File: config.mk
export PLATFORM = sky130hd
export DESIGN_NAME = mmio_uart_tx
export DESIGN_NICKNAME = d
export VERILOG_FILES = /design/src/rtl/mmio_uart_tx.sv
export SDC_FILE = /design/constraint.sdc
export NUM_CORES = 1
export LEC_CHECK = 0
export BUFFER_PORTS_ARGS = -buffer_cell sky130_fd_sc_hd__buf_2
export CELL_PAD_IN_SITES_DETAIL_PLACEMENT = 0
export CELL_PAD_IN_SITES_GLOBAL_PLACEMENT = 1
export CORE_ASPECT_RATIO = 0.5
export CORE_MARGIN = 2
export CORE_UTILIZATION = 42
export DETAILED_ROUTE_END_ITERATION = 10
export PLACE_DENSITY_LB_ADDON = 0.1
export SYNTH_ARGS = -nofsm -noshare
export SYNTH_HDL_FRONTEND = slang
export SYNTH_SLANG_ARGS = --single-unit
File: constraint.sdc
create_clock -name clk -period 3 [get_ports clk]
set_input_delay 0.15 -clock clk [delete_from_list [all_inputs] [get_ports clk]]
set_output_delay 0.15 -clock clk [all_outputs]
set_load 0.01 [all_outputs]
File: src/rtl/mmio_uart_tx.sv
// Memory-mapped 8N1 UART transmitter on the picorv32 native bus: DATA/STATUS/DIV registers and a TX FIFO.
// Optional completion interrupt (irq port, STATUS bit3) is built when MMIO_UART_TX_IRQ_EN is defined.
module mmio_uart_tx #(
   parameter logic [31:0] BASE_ADDR   = 32'h1000_0000,
   parameter int unsigned FIFO_DEPTH  = 8,
   parameter logic [15:0] DEFAULT_DIV = 16'd868
) (
   input  logic        clk,
   input  logic        reset,
   input  logic        mem_valid,
   input  logic [31:0] mem_addr,
   input  logic [31:0] mem_wdata,
   input  logic [3:0]  mem_wstrb,
   output logic        mem_ready,
   output logic [31:0] mem_rdata,
`ifdef MMIO_UART_TX_IRQ_EN
   output logic        irq,
`endif
   output logic        txd
);

   localparam int unsigned AW = (FIFO_DEPTH > 1) ? $clog2(FIFO_DEPTH) : 1;
   localparam int unsigned LW = AW + 1;

   typedef enum logic [1:0] {S_IDLE, S_START, S_DATA, S_STOP} state_e;

   state_e        state_q, state_d;
   logic [AW-1:0] wptr_q, wptr_d, rptr_q, rptr_d;
   logic [LW-1:0] level_q, level_d;
   logic [15:0]   div_q, div_d, period_q, period_d, cnt_q, cnt_d;
   logic [2:0]    bit_q, bit_d;
   logic [7:0]    shift_q, shift_d;
   logic          txd_q, txd_d, ready_q, ready_d;
   logic [31:0]   rdata_q, rdata_d;
   logic [7:0]    fifo_mem [FIFO_DEPTH];

   logic          claim, push_req, accept, push, pop, full, empty, bit_end;
   logic [1:0]    offset;
   logic [31:0]   rd_val;
   logic          unused_bits;

`ifdef MMIO_UART_TX_IRQ_EN
   logic          irq_q, irq_d;
`endif

   assign unused_bits = ^{mem_addr[1:0], mem_wdata[31:16], mem_wstrb[3:2]};

   // Bus decode, FIFO bookkeeping, register file and serialiser next state.
   always_comb begin
      full     = (level_q == LW'(FIFO_DEPTH));
      empty    = (level_q == '0);
      offset   = mem_addr[3:2];
      claim    = mem_valid && !ready_q && (mem_addr[31:4] == BASE_ADDR[31:4]);
      bit_end  = (cnt_q == period_q - 16'd1);
      pop      = (state_q == S_IDLE) && !empty;
      push_req = claim && (offset == 2'd0) && mem_wstrb[0];
      // A push into a full FIFO is only taken when the serialiser frees a slot this cycle.
      accept   = claim && !(push_req && full && !pop);
      push     = push_req && accept;

      rd_val = '0;
      case (offset)
         2'd1: begin
            rd_val[0]       = (state_q != S_IDLE);
            rd_val[1]       = full;
            rd_val[2]       = empty;
`ifdef MMIO_UART_TX_IRQ_EN
            rd_val[3]       = irq_q;
`endif
            rd_val[8 +: LW] = level_q;
         end
         2'd2:    rd_val[15:0] = div_q;
         default: rd_val = '0;
      endcase

      ready_d = accept;
      rdata_d = accept ? rd_val : rdata_q;

      div_d = div_q;
      if (accept && (offset == 2'd2)) begin
         if (mem_wstrb[0]) div_d[7:0]  = mem_wdata[7:0];
         if (mem_wstrb[1]) div_d[15:8] = mem_wdata[15:8];
      end

      wptr_d  = push ? wptr_q + AW'(1) : wptr_q;
      level_d = level_q;
      case ({push, pop})
         2'b10:   level_d = level_q + LW'(1);
         2'b01:   level_d = level_q - LW'(1);
         default: level_d = level_q;
      endcase

      state_d  = state_q;
      cnt_d    = cnt_q;
      bit_d    = bit_q;
      shift_d  = shift_q;
      period_d = period_q;
      txd_d    = txd_q;
      rptr_d   = rptr_q;
      case (state_q)
         S_IDLE: begin
            txd_d = 1'b1;
            if (pop) begin
               shift_d  = fifo_mem[rptr_q];
               rptr_d   = rptr_q + AW'(1);
               period_d = (div_q == 16'd0) ? 16'd1 : div_q;
               cnt_d    = '0;
               bit_d    = '0;
               state_d  = S_START;
               txd_d    = 1'b0;
            end
         end
         S_START: begin
            if (bit_end) begin
               cnt_d   = '0;
               state_d = S_DATA;
               txd_d   = shift_q[0];
            end else begin
               cnt_d = cnt_q + 16'd1;
            end
         end
         S_DATA: begin
            if (bit_end) begin
               cnt_d = '0;
               if (bit_q == 3'd7) begin
                  state_d = S_STOP;
                  txd_d   = 1'b1;
               end else begin
                  bit_d   = bit_q + 3'd1;
                  shift_d = {1'b0, shift_q[7:1]};
                  txd_d   = shift_q[1];
               end
            end else begin
               cnt_d = cnt_q + 16'd1;
            end
         end
         S_STOP: begin
            if (bit_end) begin
               cnt_d   = '0;
               state_d = S_IDLE;
               txd_d   = 1'b1;
            end else begin
               cnt_d = cnt_q + 16'd1;
            end
         end
         default: state_d = S_IDLE;
      endcase

`ifdef MMIO_UART_TX_IRQ_EN
      // Clear on a STATUS write of bit0; a simultaneous completion wins.
      irq_d = irq_q;
      if (accept && (offset == 2'd1) && mem_wstrb[0] && mem_wdata[0]) irq_d = 1'b0;
      if ((state_q == S_STOP) && bit_end && (level_d == '0)) irq_d = 1'b1;
`endif
   end

   always_ff @(posedge clk or posedge reset) begin
      if (reset) begin
         state_q  <= S_IDLE;
         wptr_q   <= '0;
         rptr_q   <= '0;
         level_q  <= '0;
         div_q    <= DEFAULT_DIV;
         period_q <= 16'd1;
         cnt_q    <= '0;
         bit_q    <= '0;
         shift_q  <= '0;
         txd_q    <= 1'b1;
         ready_q  <= 1'b0;
         rdata_q  <= '0;
`ifdef MMIO_UART_TX_IRQ_EN
         irq_q    <= 1'b0;
`endif
      end else begin
         state_q  <= state_d;
         wptr_q   <= wptr_d;
         rptr_q   <= rptr_d;
         level_q  <= level_d;
         div_q    <= div_d;
         period_q <= period_d;
         cnt_q    <= cnt_d;
         bit_q    <= bit_d;
         shift_q  <= shift_d;
         txd_q    <= txd_d;
         ready_q  <= ready_d;
         rdata_q  <= rdata_d;
`ifdef MMIO_UART_TX_IRQ_EN
         irq_q    <= irq_d;
`endif
      end
   end

   // FIFO storage needs no reset: entries are only read behind the write pointer.
   always_ff @(posedge clk) begin
      if (push) fifo_mem[wptr_q] <= mem_wdata[7:0];
   end

   assign mem_ready = ready_q;
   assign mem_rdata = rdata_q;
   assign txd       = txd_q;
`ifdef MMIO_UART_TX_IRQ_EN
   assign irq       = irq_q;
`endif

endmodule

-- After elaboration in Yosys (flattened, before gate mapping)
Memories as Yosys holds them, arrays and structs flattened.
Index checks and enable logic that the tools add are counted.
W data, S select, Z words.
- bits of input ports: 71
- memories: 1
- bits in writable memories: 64
- memory bits (read-only): 0
- register bits after elaboration: 89
- bits in latches: 0
- output and inout bits: 34
- add/sub/neg operators: 7
- multiply operators: 0
- divide/modulo/power cells: 0
- shifts and indexed selects: 0
- $lt $le $gt $ge: 0
- muxes and demuxes: 31
- equal/unequal tests: 17
- bitwise logic cells: 0
- reductions and logical operators: 28
- memories (name ; words ; width ; rd ports ; clocked after Yosys merged registers in ; write ports ; RTL line ; RTL):
    fifo_mem ; 8 ; 8 ; 1 ; 0 ; 1 ; 35 ; logic [7:0] fifo_mem [FIFO_DEPTH];
- operator list (cell ; count):
    $mux W16 ; 3
    $pmux W16 S2 ; 1
    $eq A28 B25 Y1 const B ; 1
    $mux W8 ; 3
    $add A16 B1 Y16 const B ; 1
    $eq A16 B16 Y1 ; 1
    $logic_not A16 Y1 ; 1
    $pmux W4 S2 ; 2
    $pmux W8 S2 ; 1
    $sub A16 B1 Y16 const B ; 1
    $ne A2 B2 Y1 const B ; 6
    $pmux W3 S2 ; 2
    $logic_and A1 B1 Y1 ; 10
    $mux W2 ; 5
    $add A3 B1 Y3 const B ; 3
    $mux W3 ; 3
    $eq A2 B2 Y1 const B ; 4
    $pmux W2 S4 ; 1
    $mux W1 ; 7
    $eq A2 B1 Y1 const B ; 3
    $reduce_and A2 Y1 ; 3
    $reduce_bool A2 Y1 ; 3
    $mux W5 ; 1
    $reduce_and A5 Y1 ; 1
    other kinds (12) ; 16

-- Depth between registers and ports, before layout
- depth in word-level cells: 12
- mapped depth: 13
- gate-level depth less buffers: 12

-- Worst setup path before layout
Ideal clock, no wire load.
- path type: reg2reg
- start point: register ready_q, in the netlist mem_ready
- end point: memory fifo_mem[2][0] (enable)
- arrival: 2.659 ns
- data required time: 2.602 ns
- cell stages (with the launch flop): 6
- slack: -0.057 ns
- path through: dfrtp_1 > nor4_1 > nand4_1 > nor4_1 > inv_1 > nor4b_1
- word-level cells in the longest chain between the ends: 12
- ends and longest elaborated chain (what ; RTL line ; RTL):
    from (decl) ; 33 ; logic txd_q, txd_d, ready_q, ready_d;
    from (signal assigned) ; 185 ; ready_q <= ready_d;
    $logic_not A1 Y1 (*) ; 53 ; claim = mem_valid && !ready_q && (mem_addr[31:4] == BASE_ADDR[31:4]);
    $logic_and A1 B1 Y1 (*) (2 in a row) ; 53 ;
    $logic_and A1 B1 Y1 (2 in a row) ; 56 ; push_req = claim && (offset == 2'd0) && mem_wstrb[0];
    $logic_and A1 B1 Y1 (2 in a row) ; 58 ; accept = claim && !(push_req && full && !pop);
    $logic_not A1 Y1 ; 58 ;
    $logic_and A1 B1 Y1 ; 58 ;
    $logic_and A1 B1 Y1 (*) ; 59 ; push = push_req && accept;
    $mux W1 (*) ; 195 ; if (push) fifo_mem[wptr_q] <= mem_wdata[7:0];
    $mux W1 (implied by the code) (*) ; 195 ;
    to (decl) ; 35 ;
Every way passes the cells marked *; elsewhere a longest branch is shown, timed or not.

-- Worst setup path in the final report
- start point: register period_q[1]
- end point: register cnt_q[12]
- word-level cells in the longest chain between the ends: 4
- ends and longest elaborated chain (what ; RTL line ; RTL):
    from (decl) ; 30 ; logic [15:0] div_q, div_d, period_q, period_d, cnt_q, cnt_d;
    from (signal assigned) ; 180 ; period_q <= period_d;
    $sub A16 B1 Y16 ; 54 ; bit_end = (cnt_q == period_q - 16'd1);
    $eq A16 B16 Y1 ; 54 ;
    $mux W16 ; 114, 123, 138 ;
    $pmux W16 S2 ; 100 ; case (state_q)
    to (signal assigned) ; 181 ; cnt_q <= cnt_d;
    to (decl) ; 30 ;
No other way between the ends.
A chain may end at the register's enable or synchronous reset.

==> out/results.ini <==
[job]
maxCapViolCount=0

[synth]
synthCells=623
synth-simple-area-share_pct=13.5
synth_ff_type=dfrtp_1
ys_seq_elements=153
synth_edf_count=64
synth_top_cell_by_area=dfrtp_1
netlist_area_um2=7490
synth_top_family_by_area=simple AND/OR/NAND/NOR gates
yosysTopAreaCellShare_pct=27.4
synthXorXnorAreaFrac_pct=3.51
synth_fa_ha_area_share_pct=2.84
synth.distinct_cells=64
seq_area_frac_synth_pct=55.5
synth_warnings=0
synth_area_leaders=dfrtp_1 (27%), edfxtp_1 (26%), mux4_2 (4.8%)
synth_compound_area_share_pct=9.19
synthMuxAreaShare_pct=10.6
syn_area_per_cell_um2=12.0
async_flop_share_pct=58.2

[detailed_routing]
wl_um=17600
first_iter_violations=317
viasPerCell=5.19
drt_first_pass_iters=4
routedWlPerCell_um=17.5
drc=0
vias=5242
final_antenna_net_count=0

[worst_setup_path]
cpPeakStageDelay_ns=0.48
r2r_start=period_q[1]
worst-path-stages=15
cp-start-kind=register
cpMaxStageDelayCell=or4b_4
cp_num_buf_inv=6
crit_fanout=8
rrSetupSlack_ns=-0.12
path_cells=inv_2, ha_4, or4b_4, buf_6, o41ai_4, buf_4, o311ai_2, o211ai_2, a2111oi_4, buf_4, buf_6, nor3_4, buf_12, or2b_1, a31oi_1
crit_start=period_q[1]
worstPathRequired_ns=3.35
r2r_end=cnt_q[12]
crit_arrival_ns=3.47
rr_worst_depth=15
crit_end=cnt_q[12]
critPathKind=reg -> reg
critPathTopFamily=simple AND/OR/NAND/NOR gates
worstSetupEndpointType=register

[clocking]
cts_tree=yes
clk_latency_ns=0.43
cts_root_buf=clkbuf_16
cts_buffer_depth=2
clk_pin_slew_ns=0.07
clock_sinks=153
cts_inserted_buffers=17
ctsHtreeMaxLevel=4

[sta]
fin_crit_ns=3.12
maxSlewViolCount=0
worst_slack_ns=-0.116
rsz0062_at_grt=yes
max_slew_margin_pct=48.6
setup_viol=21
clock_skew_ns=0.00863
worstMarginPinSlew_ns=0.771
final_hold_viol_count=0
finalCritPeriodShare_pct=104
max_freq_mhz=321

[grt]
grt_pass1_wl_um=27900
grt_use_total_pct=19.5
antenna_found_initial=0
grt_pass1_vias=5158
grt-ovfl-total=0
grt_max_degree=43

[power]
p_per_area_nw_per_um2=489
vdd_ir_drop_max_uv=518
p_leak_nw=4.06
p_total_mw=4.60

[placed_design]
place_congestion=0.867
io_buffer_count=68
place_area_um2=8390
hpwlAfterDp_um=12100
dp_cells=951

[final_layout]
diodes=0
finalNonFillerCells=1010
syn_to_final_growth_pct=25.7
final_cell_mix=dfrtp_1 (82), nand2_1 (77), buf_2 (68)
drive_gt1_share_pct=33.1
final_common_cell=dfrtp_1
final_area_um2=9410
nNetsFinal=851

[die]
dieArea_um2=19000
dieWidth_um=193
io_pins=105
rows=34
die_y_um=98.4
core-area_um2=17400
start_util_pct=43.1

[outcome]
violations=negative setup slack
outcome=finished, violations left

[hold_path]
hold_class=in -> reg

==> worst register-to-register path: stages (launching register included) <==
cell and delay, ns:
dfrtp_1 0.39, inv_2 0.08, ha_4 0.15, or4b_4 0.48
buf_6 0.14, o41ai_4 0.25, buf_4 0.19, o311ai_2 0.13
o211ai_2 0.15, a2111oi_4 0.05, buf_4 0.17, buf_6 0.12
nor3_4 0.23, buf_12 0.16, or2b_1 0.22, a31oi_1 0.16
==> synthesized netlist by cell type, drive strengths merged, types with 3 or more instances <==
library cell and instances:
dfrtp 82, nand2 78, edfxtp 64, o21ai 39
buf 28, mux2 28, inv 27, nand3 24
clkbuf 17, ha 17, nor2 17, mux4 16
nor4 15, xnor2 15, xor2 15, a21oi 14
a31oi 13, nor3 10, mux2i 9, nand2b 9
a22o 7, dfstp 7, nand4 7, and3 6
nor2b 6, a211oi 5, nor4b 5, a21o 4
a2111oi 3, nand3b 3, or3 3
==> kinds of logic after synthesis <==
kind of cell    Yosys count
buf+inv                  72
flops                   153
simple gates            195
other cells               1
fa+ha+maj                17
xor+xnor                 30
compound gates          102
mux                      53
==> sequential cells by signal, summed over array words and instances (netlist names), 3 cells and up <==
register,count
rptr_q,3
period_q,16
shift_q,8
level_q,4
bit_q,3
cnt_q,16
div_q,16
fifo_mem,64
wptr_q,3
mem_rdata,16
==> metrics by stage <==
stage               TNS, ns  utilization, %  hold WS [ns]  worst slack, ns
floorplan                 0               -         0.249          0.00115
global placement      -1.41            48.2         0.325           -0.199
detailed placement    -2.56            48.2         0.318           -0.418
CTS                   -1.03            53.2        0.0111          -0.0815
global route          -4.68            54.1        0.0279           -0.262
finish                -1.30            54.1        0.0282           -0.116
==> where the power goes <==
group | switching, mW | internal, mW | total [mW] | leakage [nW]
Clock | 0.937 | 1.24 | 2.18 | 0.285
Sequential | 0.0253 | 2.22 | 2.25 | 1.71
Combinational | 0.0833 | 0.0903 | 0.174 | 2.07
==> cell type report <==
cell class                      instances  area, um2
Fill cell                            1491       7990
Sequential cell                       153       4160
Multi-Input combinational cell        413       3230
Timing Repair Buffer                  151       1040
Clock buffer                           17        425
Tap cell                              234        293
Clock inverter                         15        165
Inverter                               27        103
==> timing repair <==
item                       in CTS  in global routing
setup endpoints to repair      15                 31
cloned                          1                  0
buffers inserted               11                  7
resized for setup              23                 22
hold endpoints to repair       41                  0
hold buffers                    9                  0
pin swaps                      14                 19
==> per-layer routing <==
layer,global-route usage [%],wire [um]
met2,30.9,8420
met5,0,0
met4,6.11,195
met1,27.2,8540
met3,3.95,484
==> how the worst min path moves through the flow <==
stage,slack (ns),cells past startpoint,start,endpoint
floorplan,0.25,0,mem_wdata[0],fifo_mem[0][0]
global placement,0.32,2,reset,cnt_q[4]
detailed placement,0.32,2,reset,cnt_q[4]
CTS,0.01,1,mem_wdata[0],fifo_mem[1][0]
global route,0.03,1,mem_wdata[0],fifo_mem[2][0]
finish,0.03,1,mem_wdata[2],fifo_mem[2][2]
Note: power is estimated with default switching activity, not from simulation.
